<file path="src/rtl/bpred_pkg.sv">
// Shared constants and counter helpers for the pattern history table predictor.
package bpred_pkg;

    localparam int BPRED_BIMODAL = 0;
    localparam int BPRED_GSHARE  = 1;

    // Weakly-not-taken: the value just below the taken threshold (0 for 1-bit counters).
    function automatic int ctr_reset_val(input int ctr_bits);
        return (1 << (ctr_bits - 1)) - 1;
    endfunction

    // One saturating step toward the resolved direction; never wraps at either end.
    function automatic int sat_step(input int ctr, input logic taken, input int ctr_bits);
        int ctr_max;
        ctr_max = (1 << ctr_bits) - 1;
        if (taken) begin
            return (ctr < ctr_max) ? ctr + 1 : ctr;
        end
        return (ctr > 0) ? ctr - 1 : ctr;
    endfunction

endpackage

</file>
<file path="src/rtl/bpred_pht_if.sv">
// Predict/update bus between fetch, branch resolve and the pattern history table.
interface bpred_pht_if #(
    parameter int PC_WIDTH   = 32,
    parameter int INDEX_BITS = 6,
    parameter int STAT_BITS  = 16
);

    logic                  pred_valid;
    logic [PC_WIDTH-1:0]   pred_pc;
    logic                  pred_out_valid;
    logic                  pred_taken;
    logic [INDEX_BITS-1:0] pred_ghr;

    logic                  upd_valid;
    logic [PC_WIDTH-1:0]   upd_pc;
    logic [INDEX_BITS-1:0] upd_ghr;
    logic                  upd_taken;
    logic                  upd_mispredict;

    logic [INDEX_BITS-1:0] ghr;
    logic [STAT_BITS-1:0]  mispredict_count;

    // Pipeline side: issues lookups and resolved outcomes.
    modport master (
        output pred_valid, pred_pc,
        output upd_valid, upd_pc, upd_ghr, upd_taken, upd_mispredict,
        input  pred_out_valid, pred_taken, pred_ghr, ghr, mispredict_count
    );

    // Predictor side.
    modport slave (
        input  pred_valid, pred_pc,
        input  upd_valid, upd_pc, upd_ghr, upd_taken, upd_mispredict,
        output pred_out_valid, pred_taken, pred_ghr, ghr, mispredict_count
    );

endinterface

</file>
<file path="src/rtl/bpred_sat_ctr.sv">
// Single PHT entry: saturating up/down counter with synchronous reset.
module bpred_sat_ctr
    import bpred_pkg::*;
#(
    parameter int CTR_BITS = 2
) (
    input  logic                clk,
    input  logic                rst,
    input  logic                en_i,
    input  logic                taken_i,
    output logic [CTR_BITS-1:0] ctr_o
);

    localparam logic [CTR_BITS-1:0] CTR_RST = CTR_BITS'(ctr_reset_val(CTR_BITS));

    logic [CTR_BITS-1:0] ctr_q;
    logic [CTR_BITS-1:0] ctr_d;

    // Step toward the resolved direction only when this entry is addressed.
    always_comb begin
        ctr_d = ctr_q;
        if (en_i) begin
            ctr_d = CTR_BITS'(sat_step(32'(ctr_q), taken_i, CTR_BITS));
        end
    end

    // Counter register; reset wins over any concurrent update.
    always_ff @(posedge clk) begin
        if (rst) begin
            ctr_q <= CTR_RST;
        end else begin
            ctr_q <= ctr_d;
        end
    end

    assign ctr_o = ctr_q;

endmodule

</file>
<file path="src/rtl/bpred_pht.sv">
// Pattern history table branch predictor (bimodal or gshare indexing) with a
// registered lookup port, an independent update port and mispredict statistics.
module bpred_pht
    import bpred_pkg::*;
#(
    parameter int PC_WIDTH   = 32,
    parameter int INDEX_BITS = 6,
    parameter int CTR_BITS   = 2,
    parameter int MODE       = BPRED_BIMODAL,
    parameter int STAT_BITS  = 16
) (
    input logic        clk,
    input logic        rst,
    bpred_pht_if.slave bus
);

    localparam int ENTRIES = 1 << INDEX_BITS;
    localparam logic [STAT_BITS-1:0] STAT_MAX = '1;

    logic [CTR_BITS-1:0]   ctr_w [ENTRIES];
    logic [CTR_BITS-1:0]   pred_ctr;

    logic [INDEX_BITS-1:0] pc_pidx;
    logic [INDEX_BITS-1:0] pc_uidx;
    logic [INDEX_BITS-1:0] pidx;
    logic [INDEX_BITS-1:0] uidx;

    logic [INDEX_BITS-1:0] ghr_q;
    logic [INDEX_BITS-1:0] ghr_d;
    logic [INDEX_BITS-1:0] ghr_shift;

    logic                  pred_out_valid_q;
    logic                  pred_out_valid_d;
    logic                  pred_taken_q;
    logic                  pred_taken_d;
    logic [INDEX_BITS-1:0] pred_ghr_q;
    logic [INDEX_BITS-1:0] pred_ghr_d;

    logic [STAT_BITS-1:0]  mis_cnt_q;
    logic [STAT_BITS-1:0]  mis_cnt_d;

    // Only the index bits of the PCs matter; upd_ghr is dead in bimodal mode.
    logic unused_ok;
    assign unused_ok = ^{bus.pred_pc, bus.upd_pc, bus.upd_ghr, pred_ctr};

    assign pc_pidx = bus.pred_pc[INDEX_BITS+1:2];
    assign pc_uidx = bus.upd_pc[INDEX_BITS+1:2];
    assign pidx    = (MODE == BPRED_GSHARE) ? (pc_pidx ^ ghr_q)       : pc_pidx;
    assign uidx    = (MODE == BPRED_GSHARE) ? (pc_uidx ^ bus.upd_ghr) : pc_uidx;

    // Table is flops so that a single reset cycle restores every entry.
    for (genvar i = 0; i < ENTRIES; i++) begin : g_entry
        bpred_sat_ctr #(
            .CTR_BITS(CTR_BITS)
        ) u_ctr (
            .clk     (clk),
            .rst     (rst),
            .en_i    (bus.upd_valid && (uidx == INDEX_BITS'(i))),
            .taken_i (bus.upd_taken),
            .ctr_o   (ctr_w[i])
        );
    end

    // Read-before-write: a same-cycle update is not forwarded into the lookup.
    assign pred_ctr = ctr_w[pidx];

    if (INDEX_BITS == 1) begin : g_ghr_one
        assign ghr_shift = bus.upd_taken;
    end else begin : g_ghr_multi
        assign ghr_shift = {ghr_q[INDEX_BITS-2:0], bus.upd_taken};
    end

    // Next-state for lookup result, history and statistics.
    always_comb begin
        pred_out_valid_d = bus.pred_valid;
        pred_taken_d     = pred_taken_q;
        pred_ghr_d       = pred_ghr_q;
        if (bus.pred_valid) begin
            pred_taken_d = pred_ctr[CTR_BITS-1];
            pred_ghr_d   = ghr_q;
        end

        ghr_d = bus.upd_valid ? ghr_shift : ghr_q;

        mis_cnt_d = mis_cnt_q;
        if (bus.upd_valid && bus.upd_mispredict && (mis_cnt_q != STAT_MAX)) begin
            mis_cnt_d = mis_cnt_q + 1'b1;
        end
    end

    // State registers; reset drops in-flight lookups and clears history/statistics.
    always_ff @(posedge clk) begin
        if (rst) begin
            pred_out_valid_q <= 1'b0;
            pred_taken_q     <= 1'b0;
            pred_ghr_q       <= '0;
            ghr_q            <= '0;
            mis_cnt_q        <= '0;
        end else begin
            pred_out_valid_q <= pred_out_valid_d;
            pred_taken_q     <= pred_taken_d;
            pred_ghr_q       <= pred_ghr_d;
            ghr_q            <= ghr_d;
            mis_cnt_q        <= mis_cnt_d;
        end
    end

    assign bus.pred_out_valid   = pred_out_valid_q;
    assign bus.pred_taken       = pred_taken_q;
    assign bus.pred_ghr         = pred_ghr_q;
    assign bus.ghr              = ghr_q;
    assign bus.mispredict_count = mis_cnt_q;

endmodule

</file>
<file path="src/flat_wrapper.sv">
// flat-port wrapper written by rule: the top's interface ports become plain ports
module bpred_pht_flat import bpred_pkg::*;
#(
    parameter int PC_WIDTH   = 32,
    parameter int INDEX_BITS = 6,
    parameter int CTR_BITS   = 2,
    parameter int MODE       = BPRED_BIMODAL,
    parameter int STAT_BITS  = 16
)
  (clk, rst, bus_pred_valid, bus_pred_pc, bus_upd_valid, bus_upd_pc, bus_upd_ghr, bus_upd_taken, bus_upd_mispredict, bus_pred_out_valid, bus_pred_taken, bus_pred_ghr, bus_ghr, bus_mispredict_count);
  bpred_pht_if #(.PC_WIDTH(PC_WIDTH), .INDEX_BITS(INDEX_BITS), .STAT_BITS(STAT_BITS)) bus_i ();
  input logic clk;
  input logic rst;
  input wire logic [$bits(bus_i.pred_valid)-1:0] bus_pred_valid;
  input wire logic [$bits(bus_i.pred_pc)-1:0] bus_pred_pc;
  input wire logic [$bits(bus_i.upd_valid)-1:0] bus_upd_valid;
  input wire logic [$bits(bus_i.upd_pc)-1:0] bus_upd_pc;
  input wire logic [$bits(bus_i.upd_ghr)-1:0] bus_upd_ghr;
  input wire logic [$bits(bus_i.upd_taken)-1:0] bus_upd_taken;
  input wire logic [$bits(bus_i.upd_mispredict)-1:0] bus_upd_mispredict;
  output wire logic [$bits(bus_i.pred_out_valid)-1:0] bus_pred_out_valid;
  output wire logic [$bits(bus_i.pred_taken)-1:0] bus_pred_taken;
  output wire logic [$bits(bus_i.pred_ghr)-1:0] bus_pred_ghr;
  output wire logic [$bits(bus_i.ghr)-1:0] bus_ghr;
  output wire logic [$bits(bus_i.mispredict_count)-1:0] bus_mispredict_count;
  assign bus_i.pred_valid = bus_pred_valid;
  assign bus_i.pred_pc = bus_pred_pc;
  assign bus_i.upd_valid = bus_upd_valid;
  assign bus_i.upd_pc = bus_upd_pc;
  assign bus_i.upd_ghr = bus_upd_ghr;
  assign bus_i.upd_taken = bus_upd_taken;
  assign bus_i.upd_mispredict = bus_upd_mispredict;
  assign bus_pred_out_valid = bus_i.pred_out_valid;
  assign bus_pred_taken = bus_i.pred_taken;
  assign bus_pred_ghr = bus_i.pred_ghr;
  assign bus_ghr = bus_i.ghr;
  assign bus_mispredict_count = bus_i.mispredict_count;
  bpred_pht #(.PC_WIDTH(PC_WIDTH), .INDEX_BITS(INDEX_BITS), .CTR_BITS(CTR_BITS), .MODE(MODE), .STAT_BITS(STAT_BITS)) u_core (.clk(clk), .rst(rst), .bus(bus_i));
endmodule
</file>
<file path="config.mk">
export PLATFORM = sky130hd
export DESIGN_NAME = bpred_pht_flat
export DESIGN_NICKNAME = d
export VERILOG_FILES = /design/src/rtl/bpred_pkg.sv /design/src/rtl/bpred_pht_if.sv /design/src/rtl/bpred_sat_ctr.sv /design/src/rtl/bpred_pht.sv /design/src/flat_wrapper.sv
export SDC_FILE = /design/constraint.sdc
export NUM_CORES = 1
export LEC_CHECK = 0
export ABC_CLOCK_PERIOD_IN_PS = 2600
export CORE_MARGIN = 10
export CORE_UTILIZATION = 60
export CTS_CLUSTER_DIAMETER = 200
export DETAILED_ROUTE_END_ITERATION = 7
export PLACE_DENSITY = 0.85
export SETUP_SLACK_MARGIN = 0.5
export SYNTH_ARGS = -nofsm -noshare
export SYNTH_HDL_FRONTEND = slang
export SYNTH_SLANG_ARGS = --single-unit
</file>
<file path="constraint.sdc">
create_clock -name clk -period 2.6 [get_ports clk]
set_input_delay 0.26 -clock clk [delete_from_list [all_inputs] [get_ports clk]]
set_output_delay 0.26 -clock clk [all_outputs]
set_load 0.02 [all_outputs]
</file>
# Word-level counts from Yosys, hierarchy flattened
# Cells that the tools add are included.
[word_totals]
regBits = 158
inputBits = 76
output_inout_bits = 30
[op_classes]
n_addsub = 129
order_cmp = 129
eq_ne = 128
n_mux = 324
bitwise_logic = 1
n_reduce_logical = 195
[op_table]
columns = ["op", "n"]
rows = [
  ["two-way mux 2 bit", 258],
  ["equality test 6 bit, second input constant", 32],
  ["!= test 3 bit, second input constant", 64],
  ["AND reduction 3 bit", 64],
  ["adder 2 x 1 -> 2 bit, second input constant", 64],
  ["greater-than comparator 2 x 1 -> 1 bit, second input constant", 64],
  ["< comparator 2 bit, second input constant", 64],
  ["nonzero test 2 bit", 64],
  ["subtractor 2 x 1 -> 2 bit, second input constant", 64],
  ["equality test 6 x 5 -> 1 bit, second input constant", 16],
  ["logical AND 1 bit", 66],
  ["two-way mux 1 bit", 65],
  ["equality test 6 x 4 -> 1 bit, second input constant", 8],
  ["equality test 6 x 3 -> 1 bit, second input constant", 4],
  ["adder 16 x 1 -> 16 bit, second input constant", 1],
  ["!= test 16 bit, second input constant", 1],
  ["binary-select mux 2 bit (select 6 bit)", 1],
  ["equality test 6 x 2 -> 1 bit, second input constant", 2],
  ["greater-or-equal comparator 7 bit, second input constant", 1],
  ["inverter 6 -> 7 bit", 1],
  ["equality test 6 x 1 -> 1 bit, second input constant", 1],
  ["zero test 6 bit", 1],
]

# Logic depth before layout (Yosys ltp)
[logic_depth]
word_depth = 5
ltp_mapped = 8
mapped_depth_nobuf = 5

# Cells and area by module
# A second synthesis with hierarchy kept.
[unflattened]
cells_unflattened = 1053
area_unflattened_um2 = 9176.3
[modules_own_cells]
columns = ["mod", "instances", "cells_per_inst", "area_each_um2", "seq_area_each_um2"]
rows = [
  ["bpred_sat_ctr", 64, 12, 108.9, 40.0],
  ["bpred_pht", 1, 285, 2209.6, 600.6],
]

# Least setup slack after synthesis
# Ideal clock, no wire load.
[synth_path]
kind = "reg2reg"
startpoint = "register u_core.mis_cnt_q[0], in the netlist u_core.bus.mispredict_count[0]"
endpoint = "register u_core.mis_cnt_q[13], in the netlist u_core.bus.mispredict_count[13]"
arrival_ns = 1.750
setup_slack_ns = 0.726
stages_incl_launch_ff = 7
n_path_buf = 1
period_less_slack_ns = 1.874
path_cell_list = "dfxtp_1 > ha_1 > nand3_1 > o311ai_4 > buf_6 > nor4_1 > mux2_1"
[synth_between]
elab_chain_len = 2
elab_cells_between_ends = 3
classes_between = "1 x add/sub; 1 x eq/ne; 1 x reduce/logical"
[synth_rtl]
columns = ["item", "line", "text"]
rows = [
  ["from (decl)", "bpred_pht.sv:39", "logic [STAT_BITS-1:0] mis_cnt_q;"],
  ["from (signal assigned)", "bpred_pht.sv:104", "mis_cnt_q <= mis_cnt_d;"],
  ["parallel branches: the longest is 2 deep, another holds adder 16 x 1 -> 16 bit", "--", ""],
]
# Several ways; the timed one is not identified.
# A chain may end at the register's enable or synchronous reset.

# Worst setup path after layout
[layout_path]
startpoint = "register u_core.mis_cnt_q[4], in the netlist u_core.bus.mispredict_count[4]"
endpoint = "register u_core.mis_cnt_q[15], in the netlist u_core.bus.mispredict_count[15]"
# The elaborated chain is that of the path after synthesis.

==> results.py <==
metrics = {
    "synth": {
        "synth_largest_type_area_fraction": 0.3675,
        "synth.top_cells.by_area": "sky130_fd_sc_hd__dfxtp_1, sky130_fd_sc_hd__a21oi_1, sky130_fd_sc_hd__o21ai_0, sky130_fd_sc_hd__nor2_1, sky130_fd_sc_hd__nand2_1",
        "synthFlopType": "sky130_fd_sc_hd__dfxtp_1",
        "yosysWarnings": 0,
        "syn-num-nets": 1168,
        "synth.largest_area_cell": "sky130_fd_sc_hd__dfxtp_1",
        "gate_count_post_synth": 1091,
        "number_of_enable_flip_flop_cells_after_synthesis": 0,
        "post_synth.cell_area_avg_sq_um": 7.889,
        "synth_area_sq_mm": 0.008607,
        "ys_types": 56,
        "synth.ff_latch_count": 158,
        "async_flop_share": 0,
        "fraction_of_the_yosys_area_taken_by_sequential_cells": 0.3675,
    },
    "global_route": {
        "largest_net_degree_at_the_start_of_global_routing": 101,
        "gr-usage-met1": 0.2620,
        "grt_pass1_wl_mm": 35.93,
        "grt_pass1_vias": 7499,
        "grt_busiest_layer": "met2",
        "gr-usage-met3": 0.05920,
        "groute.layer.met2.usage": 0.3559,
        "globalRouteTotalUtil": 0.2166,
        "globalRouteOverflowTotal": 0,
        "number_of_antenna_violations_at_the_first_check_in_global_routing": 0,
    },
    "setup_path": {
        "crit_buf_inv": 0,
        "cp_data_required_time_ns": 2.92,
        "r2r-end": "u_core.bus.mispredict_count[15]",
        "worst-r2r-cell-count": 5,
        "cpLargestDelayFamily": "simple AND/OR/NAND/NOR gates",
        "worst_path_largest_cell_delay_ns": 0.48,
        "critPathMaxFanout": 10,
        "critPathSlowestCell": "sky130_fd_sc_hd__o311ai_4",
        "critical_path_class": "flop to flop",
        "crit_chain": "and4_4 > nand4_4 > o311ai_4 > nor4_1 > mux2_1",
        "worst_setup_path_end_kind": "flop",
        "start_kind": "flop",
        "critical_path_arrival_ns": 2.28,
        "minimum_setup_slack_among_reg_to_reg_paths_ns": 0.64,
        "reg2reg_from": "u_core.bus.mispredict_count[4]",
    },
    "power": {
        "p_per_area_mw_per_mm2": 568.2,
        "pwr-share-clk": 0.454,
        "worst_ir_drop_vdd_uv": 492.9,
        "p_int_mw": 4.248,
        "combPwrFrac": 0.091,
        "switchingPower_mw": 1.378,
        "power.leakage_nw": 3.685,
        "sequentialPowerShare": 0.454,
        "power_mw": 5.626,
        "swShare": 0.2450,
    },
    "clock_tree": {
        "cts_inserted_buffers": 17,
        "cts_tree": "done",
        "worst_skew_pair.late_latency_ns": 0.43,
        "htree_levels": 4,
        "clock_sinks": 158,
        "clock_tree.buffer_depth": 2,
        "cts.repair.resized": 0,
        "cts_clk_pin_slew_worst_paths_ns": 0.06,
        "clock_tree.root_cell": "sky130_fd_sc_hd__clkbuf_16",
    },
    "sta": {
        "grt_setup_unrepaired": "no",
        "slew_violations": 0,
        "worst_slew_pin_slew_ns": 0.8521,
        "timing.slew.headroom": 0.4319,
        "final_critical_path_share_of_the_clock_period": 0.7553,
        "max_freq_mhz": 509.2,
        "fin_setup_tns_ns": 0,
        "post-route-min-period_ns": 1.964,
        "hold_ws_ns": 0.2590,
        "setup_viol": 0,
        "worst_clock_skew_ns": 0.004277,
        "report.final.hold_viol_count": 0,
        "worst_slack_ns": 0.6361,
    },
    "die": {
        "initial_core_util": 0.6153,
        "fp.dieArea_sq_mm": 0.01954,
        "floorplan.core_area_sq_mm": 0.01399,
        "core.rowCount": 43,
        "pin_count": 106,
        "fp.dieW_um": 139.8,
        "die_height_um": 139.8,
    },
    "layout": {
        "layout.cells.non_filler": 1304,
        "fin_nets": 1188,
        "multi_input_area_sq_mm": 0.005026,
        "finalCoreUtilization": 0.7078,
        "layout.area.seq_sq_mm": 0.003163,
        "finish.instance_area_sq_mm": 0.009901,
        "fillers": 1072,
        "insertedDiodeCount": 0,
        "final_layout_size_suffix_gt1_frac": 0.1032,
        "flow.area_growth_from_synthesis_pct": 15.03,
    },
    "placement": {
        "port_buffers": 47,
        "number_of_placed_instances_taps_included": 1271,
        "post_dp_cell_area_sq_mm": 0.009285,
        "gp_congestion": 0.8479,
        "detailed_place_hpwl_mm": 13.39,
        "dpl_worst_slack_ns": 0.2839,
    },
    "drt": {
        "wire_per_inst_um": 16.97,
        "final_antenna_net_count": 0,
        "detailed_route_via_count": 8277,
        "detailedRoute.firstIterationViolations": 816,
        "routed_wl_mm": 22.13,
        "per_cell_via_count_in_the_routed_design": 6.347,
        "drtPass1Iterations": 5,
        "remaining_drc_errors": 0,
    },
    "hold_path": {
        "worstHoldPathCells": 3,
        "timing.hold.worst.start": "rst",
        "hp-class": "input port to flop",
        "whs_endpoint": "u_core.g_entry[6].u_ctr.ctr_o[0]",
    },
    "status": {
        "result_of_the_run": "finished, final reports clean",
    },
    "run": {
        "number_of_maximum_capacitance_violations": 0,
    },
}
## cells by family after synthesis
logic type,count (synthesis),synth area share
DFF,158,0.3675
xor gates and xnor gates,1,0.001018
muxes,38,0.06353
AOI/OAI and AO/OA,359,0.2465
adders and majority gates,1,0.001453
buffers and inverters,100,0.05132
and+or+nand+nor,434,0.2686
## cells in the final DEF, fill, tap and decap left out, drive strengths merged, types with 4 or more instances in the layout
cell,count
a31oi,17
clkbuf,21
nor4bb,7
or3,4
clkdlybuf4s50,45
o22ai,4
nor3b,18
inv,18
buf,38
clkinv,5
nand2b,26
mux4,12
or4,4
and2,12
dfxtp,158
mux2i,13
o311ai,13
nor4,10
o21ai,121
o31ai,41
or2,13
nand3,29
nor2b,8
a21oi,124
nand2,91
nand3b,16
and3,49
o221ai,23
mux2,13
nor3,8
nor2,126
o21a,11
## flip-flops by register name, indices dropped and copies added (netlist names)
signal / cells
u_core.bus.pred_out_valid: 1
u_core.g_entry.u_ctr.ctr_o: 128
u_core.bus.mispredict_count: 16
u_core.bus.pred_taken: 1
u_core.bus.ghr: 6
u_core.bus.pred_ghr: 6
## area by class of cell
type                       count  area share
multi-input combinational    834      0.5076
clock buffer                  21     0.04651
tap                          180     0.02275
sequential                   158      0.3195
clock inverter                11     0.01403
timing repair buffer          83     0.08315
inverter                      17    0.006445
## Yosys cell counts (4+ instances only)
cell type and count:
sky130_fd_sc_hd__o21ai_0 120, sky130_fd_sc_hd__clkbuf_1 53, sky130_fd_sc_hd__nor3_1 7, sky130_fd_sc_hd__mux2_1 6, sky130_fd_sc_hd__a31oi_1 17, sky130_fd_sc_hd__buf_2 17, sky130_fd_sc_hd__nor3b_1 16, sky130_fd_sc_hd__buf_1 5
sky130_fd_sc_hd__a21oi_1 124, sky130_fd_sc_hd__o31ai_1 41, sky130_fd_sc_hd__inv_1 17, sky130_fd_sc_hd__nor4bb_1 7, sky130_fd_sc_hd__nand3b_1 16, sky130_fd_sc_hd__o311ai_0 8, sky130_fd_sc_hd__buf_4 4, sky130_fd_sc_hd__mux2_2 7
sky130_fd_sc_hd__mux4_2 12, sky130_fd_sc_hd__buf_6 4, sky130_fd_sc_hd__nor2b_1 8, sky130_fd_sc_hd__o21a_1 11, sky130_fd_sc_hd__or3_1 4, sky130_fd_sc_hd__nor2_1 125, sky130_fd_sc_hd__o22ai_1 4, sky130_fd_sc_hd__and3_1 49
sky130_fd_sc_hd__or2_2 13, sky130_fd_sc_hd__nand2b_1 26, sky130_fd_sc_hd__dfxtp_1 158, sky130_fd_sc_hd__nor4_1 9, sky130_fd_sc_hd__o221ai_1 23, sky130_fd_sc_hd__or4_1 4, sky130_fd_sc_hd__and2_1 12, sky130_fd_sc_hd__nand3_1 29
sky130_fd_sc_hd__nand2_1 91, sky130_fd_sc_hd__mux2i_1 13
## what timing repair did
action,CTS,global route
setup endpoints to repair,6,0
hold buffers,0,0
buffers inserted,0,0
## power groups by stage
stage                     logic [mW]  clock network (mW)  registers [mW]
after floorplan                0.343                   0            2.59
after global placement         0.488                   0            2.60
after detailed placement       0.503                   0            2.60
after CTS                      0.509                2.58            2.55
after global routing           0.559                2.67            2.56
final                          0.514                2.56            2.56
## worst max-delay path by stage
| stage | startpoint | endpoint | depth (start not counted) |
|---|---|---|---|
| after floorplan | u_core.bus.mispredict_count[0] | u_core.bus.mispredict_count[13] | 6 |
| after global placement | bus_upd_pc[4] | u_core.g_entry[38].u_ctr.ctr_o[0] | 8 |
| after detailed placement | bus_upd_pc[4] | u_core.g_entry[38].u_ctr.ctr_o[0] | 8 |
| after CTS | u_core.bus.mispredict_count[4] | u_core.bus.mispredict_count[15] | 5 |
| after global routing | u_core.bus.mispredict_count[4] | u_core.bus.mispredict_count[13] | 5 |
| final | u_core.bus.mispredict_count[4] | u_core.bus.mispredict_count[15] | 5 |
## worst min-delay path, cell delays in order
cell                      delay [ns]
sky130_fd_sc_hd__buf_4          0.10
sky130_fd_sc_hd__inv_2          0.19
sky130_fd_sc_hd__nand2_1        0.11
## layer usage
layer  vias up  wire [um]  share of wire
li1       4022          -              -
met1      3932       9595           0.43
met2       275      10590           0.48
met3        48       1467          0.066
met4         0        474          0.021
met5         -          0              0
No activity file was read; power rests on OpenSTA's default activity.
